## config.mk

```make
export PLATFORM = sky130hd
export DESIGN_NAME = i2c_slave_rx_flat
export DESIGN_NICKNAME = d
export VERILOG_FILES = /design/src/rtl/i2c_pkg.sv /design/src/rtl/i2c_slave_rx_if.sv /design/src/rtl/i2c_line_filter.sv /design/src/rtl/i2c_slave_rx.sv /design/src/flat_wrapper.sv
export SDC_FILE = /design/constraint.sdc
export NUM_CORES = 1
export LEC_CHECK = 0
export BUFFER_PORTS_ARGS = -buffer_cell sky130_fd_sc_hd__buf_2
export CORE_ASPECT_RATIO = 1.4
export CORE_MARGIN = 4
export CORE_UTILIZATION = 50
export CTS_CLUSTER_DIAMETER = 150
export DETAILED_ROUTE_END_ITERATION = 16
export PLACE_DENSITY = 0.73
export REMOVE_ABC_BUFFERS = 1
export SYNTH_ARGS = -nofsm -noshare
export SYNTH_HDL_FRONTEND = slang
export SYNTH_HIERARCHICAL = 1
export SYNTH_SLANG_ARGS = --single-unit
```

## constraint.sdc

```tcl
create_clock -name clk_i -period 1.8 [get_ports clk_i]
set_input_delay 0.18 -clock clk_i [delete_from_list [all_inputs] [get_ports clk_i]]
set_output_delay 0.18 -clock clk_i [all_outputs]
set_load 0.01 [all_outputs]
```

## src/rtl/i2c_pkg.sv

```systemverilog
// i2c_pkg: shared state enum and widths for the I2C slave receiver.
// Build option I2C_GLITCH_FILTER_EN lives in i2c_line_filter.
`timescale 1ns/1ps
package i2c_pkg;
  localparam int I2C_ADDR_W = 7;
  localparam int I2C_BYTE_W = 8;
  localparam logic [2:0] BIT_LAST = 3'd7;

  typedef enum logic [2:0] {
    IDLE,
    ADDR,
    ADDR_ACK,
    DATA,
    DATA_ACK,
    WAIT_STOP
  } state_e;
endpackage

```

## src/rtl/i2c_slave_rx_if.sv

```systemverilog
// i2c_slave_rx_if: received-byte valid/ready handshake.
// master = byte producer (receiver), slave = consumer.
`timescale 1ns/1ps
interface i2c_slave_rx_if;
  import i2c_pkg::*;
  logic [I2C_BYTE_W-1:0] rx_data;
  logic                  rx_valid;
  logic                  rx_ready;

  modport master (
    output rx_data,
    output rx_valid,
    input  rx_ready
  );
  modport slave (
    input  rx_data,
    input  rx_valid,
    output rx_ready
  );
endinterface

```

## src/rtl/i2c_line_filter.sv

```systemverilog
// i2c_line_filter: synchroniser, sample-rate filter, edge flags.
// I2C_GLITCH_FILTER_EN adds a 3-sample majority vote.
`timescale 1ns/1ps
module i2c_line_filter #(
  parameter int SYNC_STAGES = 2
) (
  input  logic clk_i,
  input  logic rstn,
  input  logic sample_en,
  input  logic line_i,
  output logic cur_o,
  output logic rise_o,
  output logic fall_o
);
  logic [SYNC_STAGES-1:0] sync_q;
  logic filt_q, filt_d;
  logic sync_s;

  // metastability chain, clocked every cycle
  always_ff @(posedge clk_i or negedge rstn) begin
    if (!rstn) sync_q <= '1;
    else       sync_q <= {sync_q[SYNC_STAGES-2:0], line_i};
  end

  assign sync_s = sync_q[SYNC_STAGES-1];

`ifdef I2C_GLITCH_FILTER_EN
  logic [1:0] hist_q, hist_d;

  // majority of the two previous samples and this one
  always_comb begin
    hist_d = hist_q;
    filt_d = filt_q;
    if (sample_en) begin
      hist_d = {hist_q[0], sync_s};
      filt_d = (hist_q[1] & hist_q[0]) |
               (hist_q[1] & sync_s) |
               (hist_q[0] & sync_s);
    end
  end

  // sample history register
  always_ff @(posedge clk_i or negedge rstn) begin
    if (!rstn) hist_q <= 2'b11;
    else       hist_q <= hist_d;
  end
`else
  // plain capture of the synchronised line
  always_comb begin
    filt_d = filt_q;
    if (sample_en) filt_d = sync_s;
  end
`endif

  // filtered line value, idle-high
  always_ff @(posedge clk_i or negedge rstn) begin
    if (!rstn) filt_q <= 1'b1;
    else       filt_q <= filt_d;
  end

  assign cur_o  = filt_d;
  assign rise_o = sample_en & filt_d & ~filt_q;
  assign fall_o = sample_en & ~filt_d & filt_q;
endmodule

```

## src/rtl/i2c_slave_rx.sv

```systemverilog
// i2c_slave_rx: write-only I2C slave receive front-end.
// Build option I2C_GLITCH_FILTER_EN (majority filter on SCL/SDA).
`timescale 1ns/1ps
module i2c_slave_rx
  import i2c_pkg::*;
#(
  parameter logic [I2C_ADDR_W-1:0] SLAVE_ADDR = 7'h42,
  parameter int SYNC_STAGES = 2
) (
  input  logic           clk_i,
  input  logic           rstn,
  input  logic           sample_en,
  input  logic           scl_i,
  input  logic           sda_i,
  output logic           sda_oe,
  output logic           start_det,
  output logic           stop_det,
  output logic           addr_hit,
  output logic           busy,
  output logic           rx_ovf,
  i2c_slave_rx_if.master rx_if
);
  localparam int BW = I2C_BYTE_W;

  logic scl_cur, scl_rise, scl_fall;
  logic sda_cur, sda_rise, sda_fall;
  logic start_ev, stop_ev;

  state_e          state_q, state_d;
  logic [2:0]      cnt_q, cnt_d;
  logic [BW-1:0]   shift_q, shift_d;
  logic [BW-1:0]   data_q, data_d;
  logic            done_q, done_d;
  logic            ack_q, ack_d;
  logic            oe_q, oe_d;
  logic            valid_q, valid_d;
  logic            hit_q, hit_d;
  logic            busy_q, busy_d;
  logic            start_q, start_d;
  logic            stop_q, stop_d;
  logic            ovf_q, ovf_d;

  i2c_line_filter #(.SYNC_STAGES(SYNC_STAGES)) u_scl (
    .clk_i(clk_i), .rstn(rstn), .sample_en(sample_en),
    .line_i(scl_i), .cur_o(scl_cur),
    .rise_o(scl_rise), .fall_o(scl_fall)
  );

  i2c_line_filter #(.SYNC_STAGES(SYNC_STAGES)) u_sda (
    .clk_i(clk_i), .rstn(rstn), .sample_en(sample_en),
    .line_i(sda_i), .cur_o(sda_cur),
    .rise_o(sda_rise), .fall_o(sda_fall)
  );

  // SCL high in both previous and current sample
  assign start_ev = sda_fall & scl_cur & ~scl_rise;
  assign stop_ev  = sda_rise & scl_cur & ~scl_rise;

  // protocol next-state: bus conditions win over bit events
  always_comb begin
    state_d = state_q;
    cnt_d   = cnt_q;
    shift_d = shift_q;
    data_d  = data_q;
    done_d  = done_q;
    ack_d   = ack_q;
    oe_d    = oe_q;
    valid_d = valid_q;
    hit_d   = hit_q;
    busy_d  = busy_q;
    start_d = 1'b0;
    stop_d  = 1'b0;
    ovf_d   = 1'b0;
    if (valid_q && rx_if.rx_ready) valid_d = 1'b0;
    if (start_ev) begin
      state_d = ADDR;
      cnt_d   = '0;
      done_d  = 1'b0;
      busy_d  = 1'b1;
      hit_d   = 1'b0;
      start_d = 1'b1;
    end else if (stop_ev) begin
      state_d = IDLE;
      done_d  = 1'b0;
      busy_d  = 1'b0;
      hit_d   = 1'b0;
      oe_d    = 1'b0;
      stop_d  = 1'b1;
    end else if (sample_en) begin
      unique case (state_q)
        ADDR, DATA: begin
          if (scl_rise && !done_q) begin
            shift_d = {shift_q[BW-2:0], sda_cur};
            cnt_d   = cnt_q + 3'd1;
            if (cnt_q == BIT_LAST) begin
              done_d = 1'b1;
              if (state_q == ADDR) begin
                ack_d = (shift_d[BW-1:1] == SLAVE_ADDR)
                        && !shift_d[0];
              end else if (!valid_q) begin
                data_d  = shift_d;
                valid_d = 1'b1;
                ack_d   = 1'b1;
              end else begin
                ovf_d = 1'b1;
                ack_d = 1'b0;
              end
            end
          end else if (scl_fall && done_q) begin
            done_d  = 1'b0;
            oe_d    = ack_q;
            state_d = (state_q == ADDR) ? ADDR_ACK
                                        : DATA_ACK;
          end
        end
        ADDR_ACK, DATA_ACK: begin
          if (scl_fall) begin
            oe_d    = 1'b0;
            state_d = ack_q ? DATA : WAIT_STOP;
            if (state_q == ADDR_ACK) hit_d = ack_q;
          end
        end
        default: ;
      endcase
    end
  end

  // protocol state and output registers
  always_ff @(posedge clk_i or negedge rstn) begin
    if (!rstn) begin
      state_q <= IDLE;
      cnt_q   <= '0;
      shift_q <= '0;
      data_q  <= '0;
      done_q  <= 1'b0;
      ack_q   <= 1'b0;
      oe_q    <= 1'b0;
      valid_q <= 1'b0;
      hit_q   <= 1'b0;
      busy_q  <= 1'b0;
      start_q <= 1'b0;
      stop_q  <= 1'b0;
      ovf_q   <= 1'b0;
    end else begin
      state_q <= state_d;
      cnt_q   <= cnt_d;
      shift_q <= shift_d;
      data_q  <= data_d;
      done_q  <= done_d;
      ack_q   <= ack_d;
      oe_q    <= oe_d;
      valid_q <= valid_d;
      hit_q   <= hit_d;
      busy_q  <= busy_d;
      start_q <= start_d;
      stop_q  <= stop_d;
      ovf_q   <= ovf_d;
    end
  end

  assign sda_oe         = oe_q;
  assign start_det      = start_q;
  assign stop_det       = stop_q;
  assign addr_hit       = hit_q;
  assign busy           = busy_q;
  assign rx_ovf         = ovf_q;
  assign rx_if.rx_data  = data_q;
  assign rx_if.rx_valid = valid_q;
endmodule

```

## src/flat_wrapper.sv

```systemverilog
// flat-port wrapper written by rule: the top's interface ports become plain ports
module i2c_slave_rx_flat import i2c_pkg::*;
#(
  parameter logic [I2C_ADDR_W-1:0] SLAVE_ADDR = 7'h42,
  parameter int SYNC_STAGES = 2
)
  (clk_i, rstn, sample_en, scl_i, sda_i, sda_oe, start_det, stop_det, addr_hit, busy, rx_ovf, rx_if_rx_data, rx_if_rx_valid, rx_if_rx_ready);
  i2c_slave_rx_if rx_if_i ();
  input  logic clk_i;
  input  logic rstn;
  input  logic sample_en;
  input  logic scl_i;
  input  logic sda_i;
  output logic sda_oe;
  output logic start_det;
  output logic stop_det;
  output logic addr_hit;
  output logic busy;
  output logic rx_ovf;
  output wire logic [$bits(rx_if_i.rx_data)-1:0] rx_if_rx_data;
  output wire logic [$bits(rx_if_i.rx_valid)-1:0] rx_if_rx_valid;
  input wire logic [$bits(rx_if_i.rx_ready)-1:0] rx_if_rx_ready;
  assign rx_if_rx_data = rx_if_i.rx_data;
  assign rx_if_rx_valid = rx_if_i.rx_valid;
  assign rx_if_i.rx_ready = rx_if_rx_ready;
  i2c_slave_rx #(.SLAVE_ADDR(SLAVE_ADDR), .SYNC_STAGES(SYNC_STAGES)) u_core (.clk_i(clk_i), .rstn(rstn), .sample_en(sample_en), .scl_i(scl_i), .sda_i(sda_i), .sda_oe(sda_oe), .start_det(start_det), .stop_det(stop_det), .addr_hit(addr_hit), .busy(busy), .rx_ovf(rx_ovf), .rx_if(rx_if_i));
endmodule
```

==> flow_summary.ini <==
[die]
dieWidth_um = 55.9
core_area_mm2 = 0.00309
pin_count = 21
die-area_mm2 = 0.00419
fp.dieH_um = 75.0
num_rows = 24
start_util_pct = 51.8

[layout]
syn_to_final_growth_pct = 27.2
drive_gt1_share_pct = 43.6
diodes = 0
fin_util_pct = 65.9
layout.nets = 179

[sta]
setup_violations = 8
slew_headroom_pct = 50.2
clock.fmax_ghz = 0.550
hold-worst-slack_ns = -0.0399
rsz0062_at_grt = yes
tns_ns = -0.0744
final-max-slew-violation-count = 0
fin_skew_ns = 0.00536
period_minus_slack_ns = 1.82
worstMarginPinSlew_ns = 0.747
worst_slack_ns = -0.0169
finalHoldViolCount = 30
fin_crit_sh_pct = 101

[worst_hold_path]
worst_hold_path_type = in -> async

[critical_path]
end_kind = flip-flop
required_ns = 1.97
cp_num_buf_inv = 1
cp-start-kind = flip-flop
crit_fanout = 4
path_delay_family = simple AND/OR/NAND/NOR gates
cp_data_arrival_time_ns = 1.98
crit_chain = and3b_2 -> and4bb_2 -> nand3_4 -> nor3_4 -> buf_6 -> mux2_4
crit_path_max_incr_delay_ns = 0.53
critPathSlowestCell = dfstp_2
crit_type = reg -> reg

[cts]
cts_htree_levels = 2
clk_pin_slew_ns = 0.07
clockBufferDepth = 2
root_buffer = clkbuf_8
clock_latency_ns = 0.28
cts_num_sinks = 36
cts_made_buffers = 5
cts_tree = yes

[global_route]
grt_max_degree = 37
overflow = 0
grt_use_total_pct = 16.8
antenna_found_initial = 0
grt_pass1_vias = 1137
grt_pass1_wl_um = 5420

[placed_design]
portBuffers = 20
pre_cts_ws_ns = -0.110
hpwl_um = 2180
place_congestion = 0.790

[routing]
viasPerCell = 5.37
routed_wl_um = 3100
first_iter_violations = 27
routedWlPerCell_um = 14.7
postRouteAntennaNets = 0
dr.pass1.iters = 4
route.detailed.drc = 0
vias = 1133

[synthesis]
synth_seq_area_share_pct = 56.7
synth_area_mm2 = 0.00160
synth_top_area_share_pct = 46.8
synth.distinct_cells = 33
synth-seq-cells = 36
synthMostInstantiatedCell = dfrtp_1
synthFlopType = dfrtp_1
synth_edf_count = 0
yosysWarnings = 6
synth.area.top_cells = dfrtp_1 (47%), mux2_2 (11%), dfstp_2 (9.8%)
syn-instance-count = 131
syn_area_per_cell_um2 = 12.2
synth_top_cell_by_area = dfrtp_1
async_reset_ff_share_pct = 100
synth_common_cells = dfrtp_1 (30), mux2_2 (16), nand2_1 (10), o21ai_0 (10), nand3_1 (7)

[pwr]
intPower_w = 0.00149
vdd_drop_max_mv = 1.07
net-switching-power_w = 0.000452
pwr-share-seq_pct = 48.4
power_density_mw_per_mm2 = 953
p_sw_share_pct = 23.2
clkPwrFrac_pct = 39.0
p_comb_share_pct = 12.6
p_leak_nw = 1.02

[run]
cap_violations = 0

[status]
outcome = complete, but fails checks
violations = negative hold slack, negative setup slack
[through the flow]
step                power (W)  std cells  area [um^2]
finish                0.00194        211         2040
global route          0.00205        211         2040
CTS                   0.00196        210         2030
detailed placement    0.00119        198         1830
global placement      0.00118        198         1830
floorplan             0.00108        127         1590
[cells by family after synthesis]
kind of cell	count (synthesis)	share of synthesized area [%]
AND/OR/NAND/NOR	48	19.3
flip-flops	36	56.7
multiplexers	19	13.7
AO/OA/AOI/OAI	18	6.48
buffers and inverters	7	1.72
adder cells (fa/ha/maj)	2	1.56
XOR/XNOR	1	0.547
[worst paths after layout]
kind                                             start                      end  slack, ns  cells after the start
worst max-delay path            u_core/u_scl/sync_q[1]  u_core/rx_if.rx_data[2]      -0.02                      6
worst min-delay path                              rstn         u_core/start_det      -0.04                      1
worst max register to register  u_core/u_scl/sync_q[1]  u_core/rx_if.rx_data[2]      -0.02                      6
worst min register to register  u_core/u_sda/sync_q[0]   u_core/u_sda/sync_q[1]       0.36                      0
max in group asynchronous                         rstn          u_core/cnt_q[1]       1.36                      1
min in group clk_i                      rx_if_rx_ready    u_core/rx_if.rx_valid       0.17                      3
[sequential cells by signal (all words and copies together), names as in the netlist]
signal	flops
u_core/shift_q	7
u_core/stop_det	1
u_core/start_det	1
u_core/rx_if.rx_valid	1
u_core/state_q	3
u_core/sda_oe	1
u_core/u_scl/filt_q	1
u_core/rx_ovf	1
u_core/done_q	1
u_core/cnt_q	3
u_core/u_sda/filt_q	1
u_core/u_sda/sync_q	2
u_core/rx_if.rx_data	8
u_core/ack_q	1
u_core/u_scl/sync_q	2
u_core/addr_hit	1
u_core/busy	1
[layer usage]
metal / track usage, % / vias up / wire, um
met2: 30.0 / 20 / 1690
li1: - / 548 / -
met5: 0 / - / 0
met1: 19.7 / 560 / 1250
met4: 6.33 / 0 / 36
met3: 4.29 / 5 / 130
[layout by cell type, fill, tap and decap left out]
master / n
a31oi_1: 3
nor2b_1: 2
o211ai_1: 2
mux2_2: 8
mux2i_1: 1
buf_6: 2
or3_1: 1
nor2_1: 5
dfrtp_1: 30
and2_1: 2
inv_1: 3
nand2_4: 1
and4bb_2: 1
buf_4: 13
nand2_1: 9
buf_2: 20
o31ai_1: 1
bufinv_16: 1
clkbuf_8: 7
o21ai_0: 10
xnor2_1: 1
nor3_4: 1
nand3_1: 7
nor3b_1: 2
and3b_2: 4
mux2_4: 10
nand3_4: 1
dfstp_2: 6
dlygate4sd3_1: 2
and2b_1: 1
nor3_1: 2
a21oi_1: 1
ha_1: 2
nor4b_1: 3
nand3b_1: 3
nand2b_1: 2
nor4_1: 1
a21o_1: 1
[layout make-up]
| type | count | area [um^2] |
|---|---|---|
| Multi-Input combinational cell | 88 | 704 |
| Tap cell | 39 | 48.8 |
| Timing Repair Buffer | 37 | 240 |
| Clock inverter | 1 | 30.0 |
| Fill cell | 243 | 1050 |
| Clock buffer | 7 | 96.3 |
| Inverter | 3 | 11.3 |
| Sequential cell | 36 | 908 |
[worst reg2reg max path, stage by stage (launching register included)]
cell,delay [ns]
dfstp_2,0.53
and3b_2,0.18
and4bb_2,0.28
nand3_4,0.09
nor3_4,0.17
buf_6,0.16
mux2_4,0.31
[power groups by stage]
stage | Clock [W] | Combinational, W | Sequential [W]
after floorplan | 0 | 0.000126 | 0.000952
after global placement | 0 | 0.000229 | 0.000948
after detailed placement | 0 | 0.000234 | 0.000954
after CTS | 0.000776 | 0.000243 | 0.000941
after global routing | 0.000818 | 0.000277 | 0.000953
final | 0.000758 | 0.000246 | 0.000940
[what timing repair did]
item,in CTS,in global routing
buffers inserted,2,1
setup endpoints to repair,15,8
hold buffers,2,0
endpoints found under the hold margin,2,0
pin swaps,1,0
gates resized for setup,11,1
No activity file was read; power rests on OpenSTA's default activity.
